--- config.mk ---
export PLATFORM = sky130hd
export DESIGN_NAME = oa22_vector_driver
export DESIGN_NICKNAME = d
export VERILOG_FILES = /design/src/rtl/oa22_drv_pkg.sv /design/src/rtl/oa22_vec_gen.sv /design/src/rtl/oa22_vector_driver.sv
export SDC_FILE = /design/constraint.sdc
export NUM_CORES = 1
export LEC_CHECK = 0
export ABC_AREA = 0
export CORE_MARGIN = 5
export CORE_UTILIZATION = 55
export DETAILED_ROUTE_END_ITERATION = 12
export HOLD_SLACK_MARGIN = 0.06
export PLACE_DENSITY = 0.86
export SYNTH_ARGS = -nofsm -noshare
export SYNTH_HDL_FRONTEND = slang
export SYNTH_SLANG_ARGS = --single-unit
export TNS_END_PERCENT = 5
--- constraint.sdc ---
create_clock -name CLK -period 4.55 [get_ports CLK]
set_input_delay 0.6825 -clock CLK [delete_from_list [all_inputs] [get_ports CLK]]
set_output_delay 0.6825 -clock CLK [all_outputs]
set_load 0.1 [all_outputs]
--- src/rtl/oa22_drv_pkg.sv ---
`default_nettype none
// +----------------------------------------------------------------------+
// | oa22_drv_pkg : shared types and helpers for the OA22 vector driver   |
// | Revision 1.0                                                         |
// +----------------------------------------------------------------------+
package oa22_drv_pkg;

  typedef enum logic [1:0] {
    IDLE  = 2'd0,
    DRIVE = 2'd1,
    FIN   = 2'd2
  } drv_state_t;

  localparam logic MODE_BIN  = 1'b0;
  localparam logic MODE_GRAY = 1'b1;

  // OA22 truth function: vec[0]=IN1 .. vec[3]=IN4
  function automatic logic oa22_exp(input logic [3:0] vec);
    return (vec[0] | vec[1]) & (vec[2] | vec[3]);
  endfunction

  function automatic logic [2:0] popcount4(input logic [3:0] v);
    return {2'b00, v[0]} + {2'b00, v[1]} + {2'b00, v[2]} + {2'b00, v[3]};
  endfunction

endpackage
`default_nettype wire

--- src/rtl/oa22_vec_gen.sv ---
`default_nettype none
// +----------------------------------------------------------------------+
// | oa22_vec_gen : sequence index to input vector (binary or Gray order) |
// | Revision 1.0                                                         |
// +----------------------------------------------------------------------+
module oa22_vec_gen
  import oa22_drv_pkg::*;
(
  input  logic [3:0] i_idx,
  input  logic       i_mode,
  output logic [3:0] o_vec
);

  assign o_vec = (i_mode == MODE_GRAY) ? (i_idx ^ (i_idx >> 1)) : i_idx;

endmodule
`default_nettype wire

--- src/rtl/oa22_vector_driver.sv ---
`default_nettype none
// +----------------------------------------------------------------------+
// | oa22_vector_driver : OA22X2 stimulus driver with activity/mismatch   |
// | statistics. Revision 1.0                                             |
// +----------------------------------------------------------------------+
module oa22_vector_driver
  import oa22_drv_pkg::*;
#(
  parameter int CNT_W    = 16,
  parameter int HOLD_CYC = 2
) (
  input  logic             CLK,
  input  logic             RSTB,
  input  logic             START,
  input  logic             MODE,
  input  logic [7:0]       PASSES,
  output logic             IN1,
  output logic             IN2,
  output logic             IN3,
  output logic             IN4,
  input  logic             Q,
  output logic             BUSY,
  output logic             DONE,
  output logic [3:0]       VEC_IDX,
  output logic [CNT_W-1:0] MISMATCH_CNT,
  output logic [CNT_W-1:0] QTOG_CNT,
  output logic [CNT_W-1:0] DRVTOG_CNT,
  output logic             ERR
);

  localparam logic [7:0] HOLD_LAST = 8'(HOLD_CYC - 1);

  drv_state_t       state_q, state_d;
  logic [3:0]       idx_q, idx_d;
  logic [7:0]       pass_q, pass_d;
  logic [7:0]       last_pass_q, last_pass_d;
  logic [7:0]       hold_q, hold_d;
  logic             mode_q, mode_d;
  logic [3:0]       in_q, in_d;
  logic             q_prev_q, q_prev_d;
  logic             err_q, err_d;
  logic [CNT_W-1:0] mis_cnt_q, mis_cnt_d;
  logic [CNT_W-1:0] qtog_cnt_q, qtog_cnt_d;
  logic [CNT_W-1:0] drvtog_cnt_q, drvtog_cnt_d;

  logic [3:0]       vec_cur;
  logic [3:0]       vec_nxt;

  oa22_vec_gen u_gen_cur (
    .i_idx  (idx_q),
    .i_mode (mode_q),
    .o_vec  (vec_cur)
  );

  oa22_vec_gen u_gen_nxt (
    .i_idx  (idx_q + 4'd1),
    .i_mode (mode_q),
    .o_vec  (vec_nxt)
  );

  function automatic logic [CNT_W-1:0] sat_add(input logic [CNT_W-1:0] cnt,
                                               input logic [2:0]       inc);
    logic [CNT_W:0] sum;
    sum = {1'b0, cnt} + {{(CNT_W-2){1'b0}}, inc};
    return sum[CNT_W] ? {CNT_W{1'b1}} : sum[CNT_W-1:0];
  endfunction

  always_comb begin
    state_d      = state_q;
    idx_d        = idx_q;
    pass_d       = pass_q;
    last_pass_d  = last_pass_q;
    hold_d       = hold_q;
    mode_d       = mode_q;
    in_d         = in_q;
    q_prev_d     = q_prev_q;
    err_d        = err_q;
    mis_cnt_d    = mis_cnt_q;
    qtog_cnt_d   = qtog_cnt_q;
    drvtog_cnt_d = drvtog_cnt_q;

    case (state_q)
      IDLE: begin
        in_d = 4'b0000;
        if (START) begin
          state_d      = DRIVE;
          mode_d       = MODE;
          last_pass_d  = (PASSES == 8'd0) ? 8'd0 : PASSES - 8'd1;
          idx_d        = 4'd0;
          pass_d       = 8'd0;
          hold_d       = 8'd0;
          q_prev_d     = 1'b0;
          err_d        = 1'b0;
          mis_cnt_d    = '0;
          qtog_cnt_d   = '0;
          drvtog_cnt_d = '0;
        end
      end

      DRIVE: begin
        hold_d = hold_q + 8'd1;
        if (hold_q == HOLD_LAST) begin
          if (Q != oa22_exp(vec_cur)) begin
            mis_cnt_d = sat_add(mis_cnt_q, 3'd1);
            err_d     = 1'b1;
          end
          if (Q != q_prev_q) begin
            qtog_cnt_d = sat_add(qtog_cnt_q, 3'd1);
          end
          q_prev_d = Q;
          hold_d   = 8'd0;
          // The last vector of the last pass drops straight back to 0000
          if (idx_q == 4'd15 && pass_q == last_pass_q) begin
            state_d = FIN;
            in_d    = 4'b0000;
          end else begin
            idx_d = idx_q + 4'd1;
            in_d  = vec_nxt;
            if (idx_q == 4'd15) begin
              pass_d = pass_q + 8'd1;
            end
          end
          drvtog_cnt_d = sat_add(drvtog_cnt_q, popcount4(in_q ^ in_d));
        end
      end

      FIN: begin
        state_d = IDLE;
        in_d    = 4'b0000;
      end

      default: begin
        state_d = IDLE;
        in_d    = 4'b0000;
      end
    endcase
  end

  always_ff @(posedge CLK or negedge RSTB) begin
    if (!RSTB) begin
      state_q      <= IDLE;
      idx_q        <= 4'd0;
      pass_q       <= 8'd0;
      last_pass_q  <= 8'd0;
      hold_q       <= 8'd0;
      mode_q       <= MODE_BIN;
      in_q         <= 4'b0000;
      q_prev_q     <= 1'b0;
      err_q        <= 1'b0;
      mis_cnt_q    <= '0;
      qtog_cnt_q   <= '0;
      drvtog_cnt_q <= '0;
    end else begin
      state_q      <= state_d;
      idx_q        <= idx_d;
      pass_q       <= pass_d;
      last_pass_q  <= last_pass_d;
      hold_q       <= hold_d;
      mode_q       <= mode_d;
      in_q         <= in_d;
      q_prev_q     <= q_prev_d;
      err_q        <= err_d;
      mis_cnt_q    <= mis_cnt_d;
      qtog_cnt_q   <= qtog_cnt_d;
      drvtog_cnt_q <= drvtog_cnt_d;
    end
  end

  assign {IN4, IN3, IN2, IN1} = in_q;
  assign BUSY         = (state_q == DRIVE);
  assign DONE         = (state_q == FIN);
  assign VEC_IDX      = idx_q;
  assign MISMATCH_CNT = mis_cnt_q;
  assign QTOG_CNT     = qtog_cnt_q;
  assign DRVTOG_CNT   = drvtog_cnt_q;
  assign ERR          = err_q;

endmodule
`default_nettype wire
# Yosys cells after proc, flatten, opt, wreduce, memory -nomap -nowiden
# Cells that the tools add are included.
# word_totals
regBits,85
# classes
addsub,10
n_eq_ne,14
n_mux,41
bitwise,6
reduce_logical,12
# op_table
cell,n
2-to-1 mux 16 bit,9
case mux 16 bit (2 select lines),3
2-to-1 mux 8 bit,6
2-to-1 mux 4 bit,10
adder 16 x 1 -> 17 bit (second input constant),2
case mux 8 bit (2 select lines),2
adder 16 x 3 -> 17 bit,1
adder 8 x 1 -> 8 bit (second input constant),2
AND reduction 4 bit,3
!= test 2 x 1 -> 1 bit (second input constant),5
equality test 8 x 1 -> 1 bit (second input constant),1
equality test 8 bit,1
zero test 8 bit,1
case mux 4 bit (2 select lines),1
subtractor 8 x 1 -> 8 bit (second input constant),1
XOR 4 x 3 -> 4 bit,2
2-to-1 mux 2 bit,3
AND reduction 3 bit,2
AND reduction 5 bit,1
adder 4 x 1 -> 4 bit (second input constant),1
equality test 4 bit (second input constant),1
2-to-1 mux 1 bit,4
!= test 2 bit (second input constant),2
case mux 1 bit (2 select lines),2
other kinds (14),17

# Logic depth before layout (Yosys ltp)
# depth
depth_word,14
ltp_mapped,18
mapped_depth_nobuf,15

# Cells and area by module
# A second synthesis with hierarchy kept.
# hier_totals
cells_unflattened,531
area_unflattened_um2,4847.1
# modules_own_cells
module,n_inst,cells_each,area_per_inst_um2
oa22_vector_driver,1,517,4757.1
oa22_vec_gen,2,7,45.0

# Worst setup path after synthesis
# Ideal clock, no wire load.
# synth_timing
path_type,register -> register
start,"register idx_q[0], in the netlist VEC_IDX[0]"
end,"register drvtog_cnt_q[10], in the netlist DRVTOG_CNT[10]"
setup_time_ns,0.086
arrival_ns,4.750
t_required_ns,4.464
slack_ns,-0.286
stages_incl_launch_ff,18
n_path_buf,3
path_cell_list,dfrtp_1 ha_1 nand3_1 or4_1 clkbuf_1 nand2_1 xor2_1 fa_1 fa_1 inv_1 fa_1 and3_1 clkbuf_1 nand4b_1 or2_1 clkbuf_1 and3_1 nor3_1
# synth_between
elab_chain_len,14
elab_cells_between_ends,16
cone_classes,add/sub (5); eq/ne (1); mux (7); bitwise (2); reduce/logical (1)
# synth_lines
item,line,rtl
"start, declared",oa22_vector_driver.sv:34,"logic [3:0] idx_q, idx_d;"
"start signal, assigned",oa22_vector_driver.sv:155,idx_q <= idx_d;
adder 4 x 1 -> 4 bit,oa22_vector_driver.sv:56,".i_idx (idx_q + 4'd1),"
XOR 4 x 3 -> 4 bit,oa22_vec_gen.sv:14,assign o_vec = (i_mode == MODE_GRAY) ? (i_idx ^ (i_idx >> 1)) : i_idx;
2-to-1 mux 4 bit,oa22_vec_gen.sv:14,
2-to-1 mux 4 bit *,oa22_vector_driver.sv:113,if (idx_q == 4'd15 && pass_q == last_pass_q) begin
2-to-1 mux 4 bit *,oa22_vector_driver.sv:102,if (hold_q == HOLD_LAST) begin
2-to-1 mux 4 bit *,oa22_vector_driver.sv:82,case (state_q)
XOR 4 bit *,oa22_vector_driver.sv:123,"drvtog_cnt_d = sat_add(drvtog_cnt_q, popcount4(in_q ^ in_d));"
adder 1 x 1 -> 2 bit,oa22_drv_pkg.sv:23,"return {2'b00, v[0]} + {2'b00, v[1]} + {2'b00, v[2]} + {2'b00, v[3]};"
adder 2 x 1 -> 3 bit,oa22_drv_pkg.sv:23,
adder 3 x 1 -> 3 bit *,oa22_drv_pkg.sv:23,
adder 16 x 3 -> 17 bit *,oa22_vector_driver.sv:64,"sum = {1'b0, cnt} + {{(CNT_W-2){1'b0}}, inc};"
2-to-1 mux 16 bit *,oa22_vector_driver.sv:65,return sum[CNT_W] ? {CNT_W{1'b1}} : sum[CNT_W-1:0];
2-to-1 mux 16 bit *,oa22_vector_driver.sv:102,
case mux 16 bit (2 select lines) *,oa22_vector_driver.sv:82,
"end signal, assigned",oa22_vector_driver.sv:165,drvtog_cnt_q <= drvtog_cnt_d;
"end, declared",oa22_vector_driver.sv:44,"logic [CNT_W-1:0] drvtog_cnt_q, drvtog_cnt_d;"
# Mark *: on every way between the ends. The rest lies on a longest branch, timed or not. The select of a mux whose other input is x is not followed.
# A chain may end at the register's enable or synchronous reset.

# Worst setup path after layout
# layout_timing
start,"register idx_q[0], in the netlist VEC_IDX[0]"
end,"register drvtog_cnt_q[7], in the netlist DRVTOG_CNT[7]"
# The elaborated chain is that of the path after synthesis.

==> impl_metrics.env <==
export IMPL_status="finished clean"
export IMPL_root_buffer="clkbuf_8"
export IMPL_synthAdderAreaFrac_pct=3.44
export IMPL_clk_latency_ns=0.36
export IMPL_hpwl_mm=8.76
export IMPL_relSlewSlack_pct=30.2
export IMPL_fillers=711
export IMPL_cts_buffers=9
export IMPL_yosysTopAreaCellShare_pct=42.4
export IMPL_grt_pass1_wl_mm=20.7
export IMPL_cpMostUsedCell="fa_1"
export IMPL_postCtsSetupBuffers=0
export IMPL_synth_edf_count=0
export IMPL_rsz0062_at_grt="no"
export IMPL_grt_pass1_vias=4466
export IMPL_die_area_um2=11100
export IMPL_yosysTopAreaCell="dfrtp_1"
export IMPL_grt_usage_pct=22.1
export IMPL_core_um2=8810
export IMPL_ys_ff_latch=85
export IMPL_die_y_um=106
export IMPL_synthArstFlopShare_pct=100
export IMPL_hold_buffers=0
export IMPL_worst_setup_path_start_kind="flop"
export IMPL_setup_worst_path_end_class="flop"
export IMPL_critPathMaxStageDelay_ns=0.56
export IMPL_yosysWarnings=0
export IMPL_hold_class="flop to flop"
export IMPL_antenna_found_initial=0
export IMPL_worstMarginPinSlew_ns=1.05
export IMPL_synthTopCellsByCount="dfrtp_1 (85), nand2_1 (72), o21ai_0 (49)"
export IMPL_pwr_density_cell_nw_per_um2=414
export IMPL_synth_fp_nets=594
export IMPL_gp_congestion=0.971
export IMPL_max_freq_ghz=0.236
export IMPL_grt_ovfl_total=0
export IMPL_synth_compound_area_share_pct=22.6
export IMPL_leakage_nw=2.39
export IMPL_syn_area_um2=5020
export IMPL_dr_first_iter_drc_count=265
export IMPL_setup_viol=0
export IMPL_floorplan_initialDensity_pct=57.0
export IMPL_dr_pass1_iters=5
export IMPL_drc=0
export IMPL_antenna_cells=0
export IMPL_synth_area_top_cells="dfrtp_1 (42%), nand2_1 (5.4%), o21ai_0 (4.9%)"
export IMPL_io_pins=72
export IMPL_hold_ws_ns=0.504
export IMPL_routed_via_density=6.39
export IMPL_fin_nets=660
export IMPL_slowest_stage="or4_1"
export IMPL_critPathMaxFanout=12
export IMPL_critPathArrivalTime_ns=4.52
export IMPL_cts_sinks=85
export IMPL_netlist_cell_type_count=69
export IMPL_vdd_drop_max_uv=297
export IMPL_wirelength_mm=12.6
export IMPL_maxCapViolCount=0
export IMPL_drive_gt1_share_pct=5.47
export IMPL_vias=4779
export IMPL_synthSimpleGateAreaFrac_pct=23.5
export IMPL_wl_per_cell_um=16.8
export IMPL_period_needed_ns=4.24
export IMPL_synthCells=569
export IMPL_totalPowerFinal_mw=2.49
export IMPL_cts_tree="done"
export IMPL_ys_seq_area_share_pct=42.4
export IMPL_rows=34
export IMPL_finClkSkew_ns=0.0154
export IMPL_cp_required_ns=4.83
export IMPL_muxShareOfSynthArea_pct=0.798
export IMPL_ys_flop_type="dfrtp_1"
export IMPL_synthXorXnorAreaFrac_pct=4.01
export IMPL_cts_htree_levels=3
export IMPL_port_buffers=71
export IMPL_synth_top_family_by_area="simple AND/OR/NAND/NOR gates"
export IMPL_postRouteAntennaNets=0
export IMPL_hold_violations=0
export IMPL_setup_tns_ns=0
export IMPL_report_final_slew_viol_count=0
export IMPL_die_width_um=106
export IMPL_clk_pin_slew_ns=0.08
export IMPL_cts_max_path_buffers=2
export IMPL_multi_input_area_um2=2730
export IMPL_seqCellArea_um2=2130
export IMPL_yosysMostFrequentCell="dfrtp_1"
export IMPL_worstSetupPathType="flop to flop"
export IMPL_cp_cell_sequence="ha_1, nand3_1, or4_1, nand2_1, xor2_1, fa_1, fa_1, inv_1, fa_1, and3_1, nand4b_1, or2_4, a211o_1, a21oi_1"
export IMPL_grt_max_degree=86
export IMPL_period_share_pct=93.3
export IMPL_syn_area_per_cell_um2=8.82
export IMPL_area_growth_pct=19.6
## per-layer routing
metal | GRT usage (%) | vias to the layer above | wire length [um]
met5 | 0 | - | 0
li1 | - | 2232 | -
met2 | 37.8 | 181 | 6170
met1 | 28.3 | 2344 | 5390
met3 | 4.71 | 22 | 811
met4 | 6.75 | 0 | 197
## registers in the layout, indices dropped and copies added, names as in the netlist, 4 cells and up
signal,count
hold_q,8
VEC_IDX,4
in_q,4
MISMATCH_CNT,16
pass_q,8
last_pass_q,8
DRVTOG_CNT,16
QTOG_CNT,16
## through the flow
stage / cells / utilization, % / worst slack, ns / instance area, um2
2_1_floorplan: 569 / - / 0.0650 / 5020
3_3_place_gp: 732 / 65.9 / 0.476 / 5810
3_5_place_dp: 732 / 65.9 / 0.298 / 5810
4_1_cts: 748 / 68.1 / 0.266 / 6000
5_1_grt: 748 / 68.2 / 0.0504 / 6010
6_report: 748 / 68.2 / 0.305 / 6010
## kinds of logic (layout without fill, tap and decap cells)
kind of cell | count (synthesis) | in the layout
AND/OR/NAND/NOR | 227 | 227
AO/OA/AOI/OAI | 178 | 178
flip-flops | 85 | 85
buffers and inverters | 40 | 111
XOR/XNOR | 23 | 23
adder cells (fa/ha/maj) | 12 | 12
multiplexers | 4 | 4
## layout by cell type, fill, tap and decap left out, types with 4 or more instances in the layout
cell type,synthesis,final
a31oi_1,13,13
and3_1,14,14
nand2_1,72,72
nand3_1,24,24
o21ai_0,49,49
or4_1,4,4
and2_1,10,10
nor3_1,14,14
nor4_1,7,7
inv_1,19,19
buf_4,0,5
o31ai_1,9,9
clkdlybuf4s50_1,0,70
dfrtp_2,0,4
nor2b_1,4,4
mux2i_1,4,4
and4_1,4,4
xor2_1,5,5
a21o_1,6,6
xnor2_1,18,18
o21ai_1,18,18
a22o_1,11,11
ha_1,9,9
nand4_1,13,13
nor2_1,40,39
clkbuf_8,0,10
dfrtp_1,85,81
a21oi_1,32,32
## power breakdown
part           internal (mW)  leakage (nW)  total [mW]  switching, mW
sequential             0.835          1.06       0.952          0.117
clock                  0.270        0.0899       0.548          0.278
combinational          0.238          1.24       0.985          0.747
## area by class of cell
| cell class | count | share of cell area [%] |
|---|---|---|
| Multi-Input combinational cell | 444 | 45.5 |
| Inverter | 20 | 1.25 |
| Sequential cell | 85 | 35.5 |
| Clock buffer | 13 | 2.48 |
| Clock inverter | 3 | 0.750 |
| Timing Repair Buffer | 75 | 12.3 |
| Tap cell | 108 | 2.25 |
## worst paths after layout
path | from | end | slack (ns) | depth (start not counted)
worst max-delay path | VEC_IDX[0] | DRVTOG_CNT[7] | 0.31 | 14
max in group asynchronous | RSTB | VEC_IDX[1] | 3.30 | 1
worst min register to register | last_pass_q[5] | last_pass_q[5] | 0.50 | 2
worst min-delay path | last_pass_q[5] | last_pass_q[5] | 0.50 | 2
min in group asynchronous | RSTB | QTOG_CNT[8] | 0.51 | 1
worst max register to register | VEC_IDX[0] | DRVTOG_CNT[7] | 0.31 | 14
## timing repair
action | 4_1_cts | 5_1_grt
resized for setup | 0 | 2
setup endpoints to repair | 0 | 3
hold endpoints to repair | 0 | 0
## critical path, delay by kind of cell (launching register included)
kind,cells,cell delay [ns]
simple gates,6,1.63
fa+ha+maj,4,1.36
compound gates,2,0.45
flops,1,0.43
xor+xnor,1,0.21
buf+inv,1,0.08
(Power assumes the default switching activity.)
